**src/rtl/arbitro_pkg.sv**
```systemverilog
// Shared types and helpers for the four-source TLP arbiter.
package arbitro_pkg;

    localparam int NUM_SRC     = 4;
    localparam int SRC_W       = 2;
    localparam int MASK_CYCLES = 2;
    localparam int MASK_W      = 2;

    typedef enum logic [1:0] {
        IDLE  = 2'd0,
        SERVE = 2'd1,
        STALL = 2'd2
    } state_e;

    // Next source index in round-robin order; wraps 3 -> 0 by width.
    function automatic logic [SRC_W-1:0] rr_inc(input logic [SRC_W-1:0] idx);
        return idx + 2'd1;
    endfunction

    function automatic logic [SRC_W-1:0] onehot_to_idx(input logic [NUM_SRC-1:0] oh);
        logic [SRC_W-1:0] idx;
        idx = '0;
        for (int i = 0; i < NUM_SRC; i++) begin
            if (oh[i]) begin
                idx = SRC_W'(i);
            end
        end
        return idx;
    endfunction

endpackage

```
**src/rtl/arbitro_sel.sv**
```systemverilog
// Combinational grant selection: urgent (almost_full) sources first, lowest index
// wins; otherwise round-robin starting just after rr_ptr.
module arbitro_sel
    import arbitro_pkg::*;
(
    input  logic [NUM_SRC-1:0] eligible,
    input  logic [NUM_SRC-1:0] urgent,
    input  logic [SRC_W-1:0]   rr_ptr,
    output logic [NUM_SRC-1:0] grant,
    output logic               grant_vld
);

    logic [NUM_SRC-1:0] urgent_elig;
    logic [SRC_W-1:0]   idx;
    logic               found;

    // NOTE: every variable gets a default at the top of always_comb so no path
    // leaves it unassigned, which would otherwise infer a latch.
    always_comb begin
        urgent_elig = eligible & urgent;
        grant       = '0;
        found       = 1'b0;
        idx         = rr_ptr;

        for (int i = 0; i < NUM_SRC; i++) begin
            if (!found && urgent_elig[i]) begin
                grant[i] = 1'b1;
                found    = 1'b1;
            end
        end

        for (int k = 0; k < NUM_SRC; k++) begin
            idx = rr_inc(idx);
            if (!found && eligible[idx]) begin
                grant[idx] = 1'b1;
                found      = 1'b1;
            end
        end

        grant_vld = found;
    end

endmodule

```
**src/rtl/arbitro_tlp.sv**
```systemverilog
// Four-to-one TLP arbiter: pops at most one source FIFO per cycle, registers the
// returned word and pushes it downstream with its source tag two cycles later.
module arbitro_tlp #(
    parameter int DATA_W  = 4,
    parameter int NUM_SRC = 4
) (
    input  logic                      clk,
    input  logic                      reset,
    input  logic [NUM_SRC*DATA_W-1:0] data_in,
    input  logic [NUM_SRC-1:0]        empty_in,
    input  logic [NUM_SRC-1:0]        almost_full_in,
    output logic [NUM_SRC-1:0]        pop,
    input  logic                      out_full,
    input  logic                      out_almost_full,
    output logic                      push,
    output logic [DATA_W-1:0]         data_out,
    output logic [1:0]                src_id,
    output logic                      idle
);

    import arbitro_pkg::*;

    state_e              state_q, state_d;
    logic [SRC_W-1:0]    rr_ptr_q, rr_ptr_d;
    logic [MASK_W-1:0]   mask_cnt_q [NUM_SRC];
    logic [MASK_W-1:0]   mask_cnt_d [NUM_SRC];
    logic [NUM_SRC-1:0]  pop_q, pop_d;
    logic                rd_vld_q, rd_vld_d;
    logic [SRC_W-1:0]    rd_src_q, rd_src_d;
    logic                push_q, push_d;
    logic [DATA_W-1:0]   data_out_q, data_out_d;
    logic [SRC_W-1:0]    src_id_q, src_id_d;

    logic [DATA_W-1:0]   src_data [NUM_SRC];
    logic [NUM_SRC-1:0]  eligible;
    logic [NUM_SRC-1:0]  grant;
    logic                grant_vld;
    logic                blocked;
    logic                do_grant;

    // A source's flags are stale for two cycles after its grant, so it is
    // held out of arbitration until its mask counter drains.
    always_comb begin
        for (int i = 0; i < NUM_SRC; i++) begin
            src_data[i] = data_in[i*DATA_W +: DATA_W];
            eligible[i] = !empty_in[i] && (mask_cnt_q[i] == '0);
        end
    end

    assign blocked = out_full | out_almost_full;

    arbitro_sel u_sel (
        .eligible  (eligible),
        .urgent    (almost_full_in),
        .rr_ptr    (rr_ptr_q),
        .grant     (grant),
        .grant_vld (grant_vld)
    );

    always_comb begin
        state_d  = state_q;
        do_grant = 1'b0;

        case (state_q)
            IDLE: begin
                if (grant_vld && !blocked) begin
                    state_d  = SERVE;
                    do_grant = 1'b1;
                end
            end
            SERVE: begin
                if (blocked) begin
                    state_d = STALL;
                end else if (!grant_vld) begin
                    state_d = IDLE;
                end else begin
                    do_grant = 1'b1;
                end
            end
            STALL: begin
                if (!blocked) begin
                    state_d = SERVE;
                end
            end
            default: state_d = IDLE;
        endcase

        pop_d    = do_grant ? grant : '0;
        rr_ptr_d = do_grant ? onehot_to_idx(grant) : rr_ptr_q;

        for (int i = 0; i < NUM_SRC; i++) begin
            if (do_grant && grant[i]) begin
                mask_cnt_d[i] = MASK_W'(MASK_CYCLES);
            end else if (mask_cnt_q[i] != '0) begin
                mask_cnt_d[i] = mask_cnt_q[i] - MASK_W'(1);
            end else begin
                mask_cnt_d[i] = '0;
            end
        end

        // FIFO read data is valid the cycle after the pop; capture it then.
        rd_vld_d   = |pop_q;
        rd_src_d   = onehot_to_idx(pop_q);
        push_d     = rd_vld_q;
        data_out_d = rd_vld_q ? src_data[rd_src_q] : data_out_q;
        src_id_d   = rd_vld_q ? rd_src_q : src_id_q;
    end

    // NOTE: sequential state uses non-blocking assignments so every flop
    // samples its _d value from before the edge, independent of statement order.
    always_ff @(posedge clk) begin
        if (reset) begin
            state_q    <= IDLE;
            rr_ptr_q   <= SRC_W'(NUM_SRC - 1);
            pop_q      <= '0;
            rd_vld_q   <= 1'b0;
            rd_src_q   <= '0;
            push_q     <= 1'b0;
            // NOTE: the data pipeline is reset along with control, so words in
            // flight at reset are dropped and the outputs read back as zero.
            data_out_q <= '0;
            src_id_q   <= '0;
            for (int i = 0; i < NUM_SRC; i++) begin
                mask_cnt_q[i] <= '0;
            end
        end else begin
            state_q    <= state_d;
            rr_ptr_q   <= rr_ptr_d;
            pop_q      <= pop_d;
            rd_vld_q   <= rd_vld_d;
            rd_src_q   <= rd_src_d;
            push_q     <= push_d;
            data_out_q <= data_out_d;
            src_id_q   <= src_id_d;
            for (int i = 0; i < NUM_SRC; i++) begin
                mask_cnt_q[i] <= mask_cnt_d[i];
            end
        end
    end

    assign pop      = pop_q;
    assign push     = push_q;
    assign data_out = data_out_q;
    assign src_id   = src_id_q;
    assign idle     = (state_q == IDLE);

endmodule

```
**config.mk**
```make
export PLATFORM = sky130hd
export DESIGN_NAME = arbitro_tlp
export DESIGN_NICKNAME = d
export VERILOG_FILES = /design/src/rtl/arbitro_pkg.sv /design/src/rtl/arbitro_sel.sv /design/src/rtl/arbitro_tlp.sv
export SDC_FILE = /design/constraint.sdc
export NUM_CORES = 1
export LEC_CHECK = 0
export CORE_UTILIZATION = 35
export DETAILED_ROUTE_END_ITERATION = 8
export GPL_ROUTABILITY_DRIVEN = 0
export PLACE_DENSITY_LB_ADDON = 0.15
export SETUP_SLACK_MARGIN = 0.3
export SLEW_MARGIN = 5
export SYNTH_ARGS = -nofsm -noshare
export SYNTH_HDL_FRONTEND = slang
export SYNTH_HIERARCHICAL = 1
export SYNTH_SLANG_ARGS = --single-unit
```
**constraint.sdc**
```tcl
create_clock -name clk -period 2.45 [get_ports clk]
set_input_delay 0.49 -clock clk [delete_from_list [all_inputs] [get_ports clk]]
set_output_delay 0.49 -clock clk [all_outputs]
set_load 0.01 [all_outputs]
```
==> results of run 1 <==
[worst max-delay path, delay by kind of cell]
family,cells,cell delay (ns)
AO/OA/AOI/OAI,4,0.81
buffers and inverters,4,0.59
AND/OR/NAND/NOR,3,0.53
[routing by layer]
layer | global-route usage [%] | part of all wire [%]
met2 | 35.8 | 51
met5 | 0 | 0
met1 | 24.6 | 39
met4 | 4.89 | 4.3
met3 | 2.59 | 5.6
[registers in the layout (all words and copies together), names as in the netlist]
name        count
state_q         2
push            1
push_d          1
rd_src_q        2
mask_cnt_q      8
src_id          2
pop             4
data_out        4
rr_ptr_q        2
[cells by family after synthesis]
kind of cell / after synthesis
AOI/OAI and AO/OA: 26
buffers and inverters: 10
adders and majority gates: 4
xor gates and xnor gates: 1
and+or+nand+nor: 72
muxes: 15
DFF: 26
[worst paths after layout]
kind                    startpoint                to  slack [ns]  depth (start not counted)
setup / recovery       empty_in[1]            pop[2]        0.17                         11
hold / removal    mask_cnt_q[3][0]  mask_cnt_q[3][1]        0.48                          2
setup reg to reg  mask_cnt_q[1][0]            pop[2]        0.18                         10
hold reg to reg   mask_cnt_q[3][0]  mask_cnt_q[3][1]        0.48                          2
[where the power goes]
part	internal, mW	switching, mW
clock network	0.143	0.133
registers	0.435	0.0165
logic	0.242	0.196
total	0.820	0.345
[stage by stage]
stage	hold slack (ns)	power (mW)	utilization, %
after floorplan	0.456	0.617	-
after global placement	0.468	0.751	53.6
after detailed placement	0.477	0.757	53.6
after CTS	0.499	1.09	60.7
after global routing	0.511	1.22	65.8
final	0.481	1.17	65.8
[repair_timing]
action / CTS / global route
gates resized for setup: 39 / 31
setup buffers: 13 / 10
endpoints found under the setup margin: 15 / 15
cloned: 1 / 0
pin swaps: 13 / 20
[placed cells by master (no fill, tap or decap), types with 3 or more instances in the layout]
master / netlist / final
dfxtp_2: 0 / 5
dfxtp_1: 26 / 18
dfxtp_4: 0 / 3
clkdlybuf4s50_1: 0 / 33
buf_6: 2 / 5
and3_4: 0 / 4
a32oi_1: 5 / 4
and2_1: 4 / 3
clkbuf_8: 0 / 4
inv_2: 1 / 3
buf_2: 3 / 3
nand2_1: 17 / 14
o211ai_1: 3 / 3
buf_4: 0 / 37
a21oi_1: 10 / 9
mux2i_1: 8 / 7
mux4_2: 5 / 5
nor3_4: 0 / 4
nor2_1: 22 / 18
nand3_1: 5 / 4
nand2b_1: 4 / 4
[final cells by class]
type	instances	share of cell area [%]
Multi-Input combinational cell	118	42.3
Timing Repair Buffer	83	30.6
Sequential cell	26	21.7
Tap cell	48	2.42
Clock buffer	4	2.22
Inverter	5	0.757
==> qor.csv, run 1 <==
metric,value,unit
core area,0.00377,mm^2
"Cell Chain, Critical Path",buf_2 > nor3_4 > buf_6 > nor2_4 > a221oi_4 > a2111oi_4 > a32oi_1 > o211ai_1 > buf_4 > buf_4 > and2_1,
sequential element share of the synthesized area,36.5,%
ant diodes,0,
row count,22,
Fillers,267,
first-pass GRT wire length,6.49,mm
DRC,0,
total track usage,19.8,%
post-synthesis area per instance,9.25,um^2
layout cells sized above 1,42.8,%
simple logic cell fraction of the synthesized area,26.3,%
Root Driver,clkbuf_8,
vias,1556,
area occupied by multi-input gates,0.00105,mm^2
CTS Buffer Depth,2,
vias in the first global route,1428,
max-cap viol count,0,
placed insts,256,
critical path capture point type,register,
full die area,0.00433,mm^2
CTS HTree Levels,1,
Detailed Route Iter0 Violations,69,
Final Non-Filler Cells,284,
half-perimeter wire length after placement,2.77,mm
Setup CP Type,in2reg,
Final nets,269,
Final setup viols,0,
final setup TNS,0,ns
die span in x,65.8,um
max incr delay on CP,0.35,ns
Layout area overhead,74.0,%
most frequent cell after synthesis,dfxtp_1,
largest family of logic cells by synthesized area,simple AND/OR/NAND/NOR gates,
Setup Skew,0.00597,ns
cell taking the most area after synthesis,dfxtp_1,
CTS Sinks,26,
adder and majority gate portion of the synthesized area,3.51,%
Peak Freq,439,MHz
CTS Hold Bufs,0,
Yosys cell types,35,
CTS tree,done,
final hold viol count,0,
most frequent cells after synthesis,"26 x dfxtp_1, 22 x nor2_1, 17 x nand2_1",
net count of the mapped netlist,186,
port bufs,39,
Die H,65.8,um
predominant post-synthesis flop cell,dfxtp_1,
worst setup margin,0.172,ns
I/O Pins,40,
post-synthesis register bit count,26,
Initial Util,37.8,%
DP Worst Slack,-0.463,ns
Synth async-reset ratio,0,%
WL final,4.76,mm
final critical-path required period,2.28,ns
Tightest Hold Check Type,reg2reg,
Worst-Margin Slew,0.513,ns
startpoint class of the critical path,input pin,
storage element area,538,um^2
maximum resistive drop on vdd,266,uV
slew margin rel.,65.7,%
initial antenna violation count,0,
DR vias/cell,5.48,
mux cell area share after synthesis,15.3,%
Yosys warnings,6,
Power per Cell Area,470,mW/mm^2
Final Slew Violations,0,
Placed Area,0.00202,mm^2
leakage,0.988,nW
synthesized cell area,0.00143,mm^2
CTS buffer count,3,
status,finished clean,
compound-cell area share of the yosys netlist,13.9,%
area share of the largest cell type after synthesis,36.5,%
"Arr. time, crit path",2.44,ns
"EDFF count, synth",0,
Clock Pin Slew Worst Setup and Hold Paths,0.09,ns
largest cells by area after synthesis,"dfxtp_1 37%, mux4_2 7.9%, nor2_1 5.8%",
Final ANT Viol Nets,0,
"most used cell, CP",buf_4,
Finished Cell Area,0.00248,mm^2
data required time of the critical path,2.61,ns
RSZ-0062 raised after global routing,yes,
drt pass-1 iters,4,
Crit Path Max Fanout,5,
largest net degree at the start of global routing,15,
"Remaining Overflow, GRT",0,
cell count after synthesis,154,
Final Cycle Share,93.0,%
post-synthesis xor/xnor area fraction,0.615,%
wire length per cell,16.8,um
slowest CP cell,nor3_4,
clk_lat worst skew,0.27,ns
Note: power is estimated with default switching activity, not from simulation.
==> inputs of run 2 (changes only) <==
CORE_MARGIN = 1   (was unset)
clock period = 2.31 ns   (was 2.45 ns; I/O delays follow)
==> qor.csv, run 2 (synthesis results as in run 1) <==
metric,value,unit,change
status,finished clean,,
Setup CP Type,reg2reg,,
CTS buffer count,3,,unchanged
R2R Path Start,rr_ptr_q[0],,
cells on worst reg2reg path,10,,unchanged
Crit Path Max Fanout,8,,+3
leakage,0.920,nW,-6.9%
critical path capture point type,register,,
RSZ-0062 raised after global routing,yes,,
"Remaining Overflow, GRT",0,,unchanged
Final Slew Violations,0,,unchanged
CTS tree,done,,
clk_lat worst skew,0.27,ns,about the same
Final setup viols,0,,unchanged
r2r setup slk,0.16,ns,-0.02 ns
final critical-path required period,2.15,ns,
max-cap viol count,0,,unchanged
"Arr. time, crit path",2.37,ns,-0.07 ns
Worst path top cell family by delay,flip-flops,,
Worst-Margin Slew,0.389,ns,-0.124 ns
area occupied by multi-input gates,0.00105,mm^2,+0.60%
Peak Freq,465,MHz,
I/O Pins,40,,unchanged
Crit path buffers/inverters,4,,unchanged
vias,1417,,-8.9%
Die H,65.8,um,unchanged
Fillers,306,,+15%
core area,0.00377,mm^2,unchanged
die span in x,65.8,um,unchanged
"Cell Chain, Critical Path",inv_4 > ha_4 > mux4_2 > inv_2 > and3_4 > a21oi_2 > o211ai_1 > buf_4 > buf_6 > and2_4,,
data required time of the critical path,2.53,ns,-0.08 ns
CTS HTree Levels,1,,unchanged
slew margin rel.,74.0,%,+8.3 points
Final Non-Filler Cells,276,,-2.8%
maximum resistive drop on vdd,536,uV,+100%
Root Driver,clkbuf_8,,
Final Hold Slack,0.500,ns,+0.0195 ns
placed insts,254,,-0.78%
hold-critical path endpoint,src_id[0],,
half-perimeter wire length after placement,2.82,mm,+2.0%
max incr delay on CP,0.44,ns,+0.09 ns
port bufs,39,,unchanged
drt pass-1 iters,4,,unchanged
Worst Hold Launch,src_id[0],,
storage element area,529,um^2,-1.6%
DRC,0,,unchanged
Final Cycle Share,93.0,%,
layout cells sized above 1,38.6,%,-4.2 points
slowest CP cell,dfxtp_4,,
startpoint class of the critical path,register,,
first-pass GRT wire length,6.02,mm,-7.1%
row count,22,,unchanged
final hold viol count,0,,unchanged
number of flip-flops in the largest register,8,,unchanged
"most common cell after layout, fill and taps aside",clkdlybuf4s50_1,,
DR vias/cell,5.13,,-6.3%
worst r2r dst,pop[2],,
total track usage,18.1,%,-1.7 points
Hold Path Stages,2,,unchanged
CTS Sinks,26,,unchanged
Power per Cell Area,524,mW/mm^2,+11%
Setup Skew,0.00185,ns,-0.00412 ns
largest net degree at the start of global routing,16,,+1
Detailed Route Iter0 Violations,42,,-39%
Final nets,261,,-3.0%
vias in the first global route,1373,,-3.9%
Clock Pin Slew Worst Setup and Hold Paths,0.08,ns,about the same
Initial Util,37.8,%,unchanged
ant diodes,0,,unchanged
Layout area overhead,68.7,%,
WL final,3.90,mm,-18%
Final ANT Viol Nets,0,,unchanged
CTS Buffer Depth,2,,unchanged
"commonest cells after routing, fill and taps aside","35 x clkdlybuf4s50_1, 32 x buf_4, 21 x nor2_1, 21 x dfxtp_1, 15 x nand2_1",,
initial antenna violation count,0,,unchanged
Biggest register,mask_cnt_q,,
wire length per cell,14.1,um,-16%
Tightest Hold Check Type,reg2reg,,
full die area,0.00433,mm^2,unchanged
run 2: changes by cell type in the layout (fill, tap and decap cells not counted), moves of 3 or more:
| cell | change |
|---|---|
| a21oi_2 | +3 |
| and3_4 | -3 |
| a21oi_1 | -3 |
| buf_4 | -5 |
| and3_1 | +3 |
| nor2_1 | +3 |
| buf_2 | -3 |
| dfxtp_1 | +3 |
run 2: worst max path at each step:
stage                           start  slack [ns]  depth (start not counted)               end
after global placement    empty_in[2]       -0.40                          9  mask_cnt_q[2][0]
final                     rr_ptr_q[0]        0.16                         10            pop[2]
after detailed placement  empty_in[3]       -0.46                          9  mask_cnt_q[2][0]
after floorplan           rr_ptr_q[0]        0.24                         11       rr_ptr_q[0]
after CTS                 rr_ptr_q[1]        0.18                         11            pop[2]
after global routing      rr_ptr_q[0]        0.07                         10            pop[2]
run 2: cell type report:
cell class,instances,share of cell area (%)
Clock inverter,1,1.25
Inverter,5,0.885
Clock buffer,3,1.72
Timing Repair Buffer,75,27.7
Multi-Input combinational cell,118,43.9
Tap cell,48,2.50
Sequential cell,26,22.0
run 2: tightest hold or removal path: stages (launching register included):
cell and delay, ns:
dfxtp_1 0.33, mux2i_1 0.06, nor2_1 0.07
run 2: through the flow:
step | utilization (%) | TNS [ns] | power (mW) | worst slack (ns) | instance area (um^2)
2_1_floorplan | - | 0 | 0.659 | 0.241 | 1480
3_3_place_gp | 53.7 | -4.06 | 0.795 | -0.399 | 2030
3_5_place_dp | 53.7 | -5.54 | 0.802 | -0.458 | 2030
4_1_cts | 59.8 | 0 | 1.21 | 0.175 | 2250
5_1_grt | 63.7 | 0 | 1.33 | 0.0666 | 2400
6_report | 63.7 | 0 | 1.26 | 0.162 | 2400
run 2: report_power, final:
part | internal [mW] | switching, mW | total [mW]
Clock | 0.232 | 0.134 | 0.366
Sequential | 0.463 | 0.0205 | 0.483
Combinational | 0.232 | 0.178 | 0.410
Total | 0.926 | 0.333 | 1.26
run 2: per-layer routing:
metal	wire length (um)	GRT usage (%)	part of all wire, %	vias to the layer above
li1	-	-	-	709
met1	1720	22.6	44	669
met2	1950	31.0	50	33
met3	183	5.00	4.7	6
met4	48	3.53	1.2	0
met5	0	0	0	-
run 2: what timing repair did:
action	4_1_cts	5_1_grt
resized for setup	24	25
pin swaps	12	8
hold endpoints to repair	0	0
buffers inserted	12	6
hold buffers	0	0
endpoints found under the setup margin	15	15
==> inputs of run 3 (changes only) <==
CTS_BUF_LIST = sky130_fd_sc_hd__clkbuf_4 sky130_fd_sc_hd__clkbuf_8 sky130_fd_sc_hd__clkbuf_16   (was unset)
==> results of run 3 <==
Final layout, timing and power as in run 2 (identical DEF).
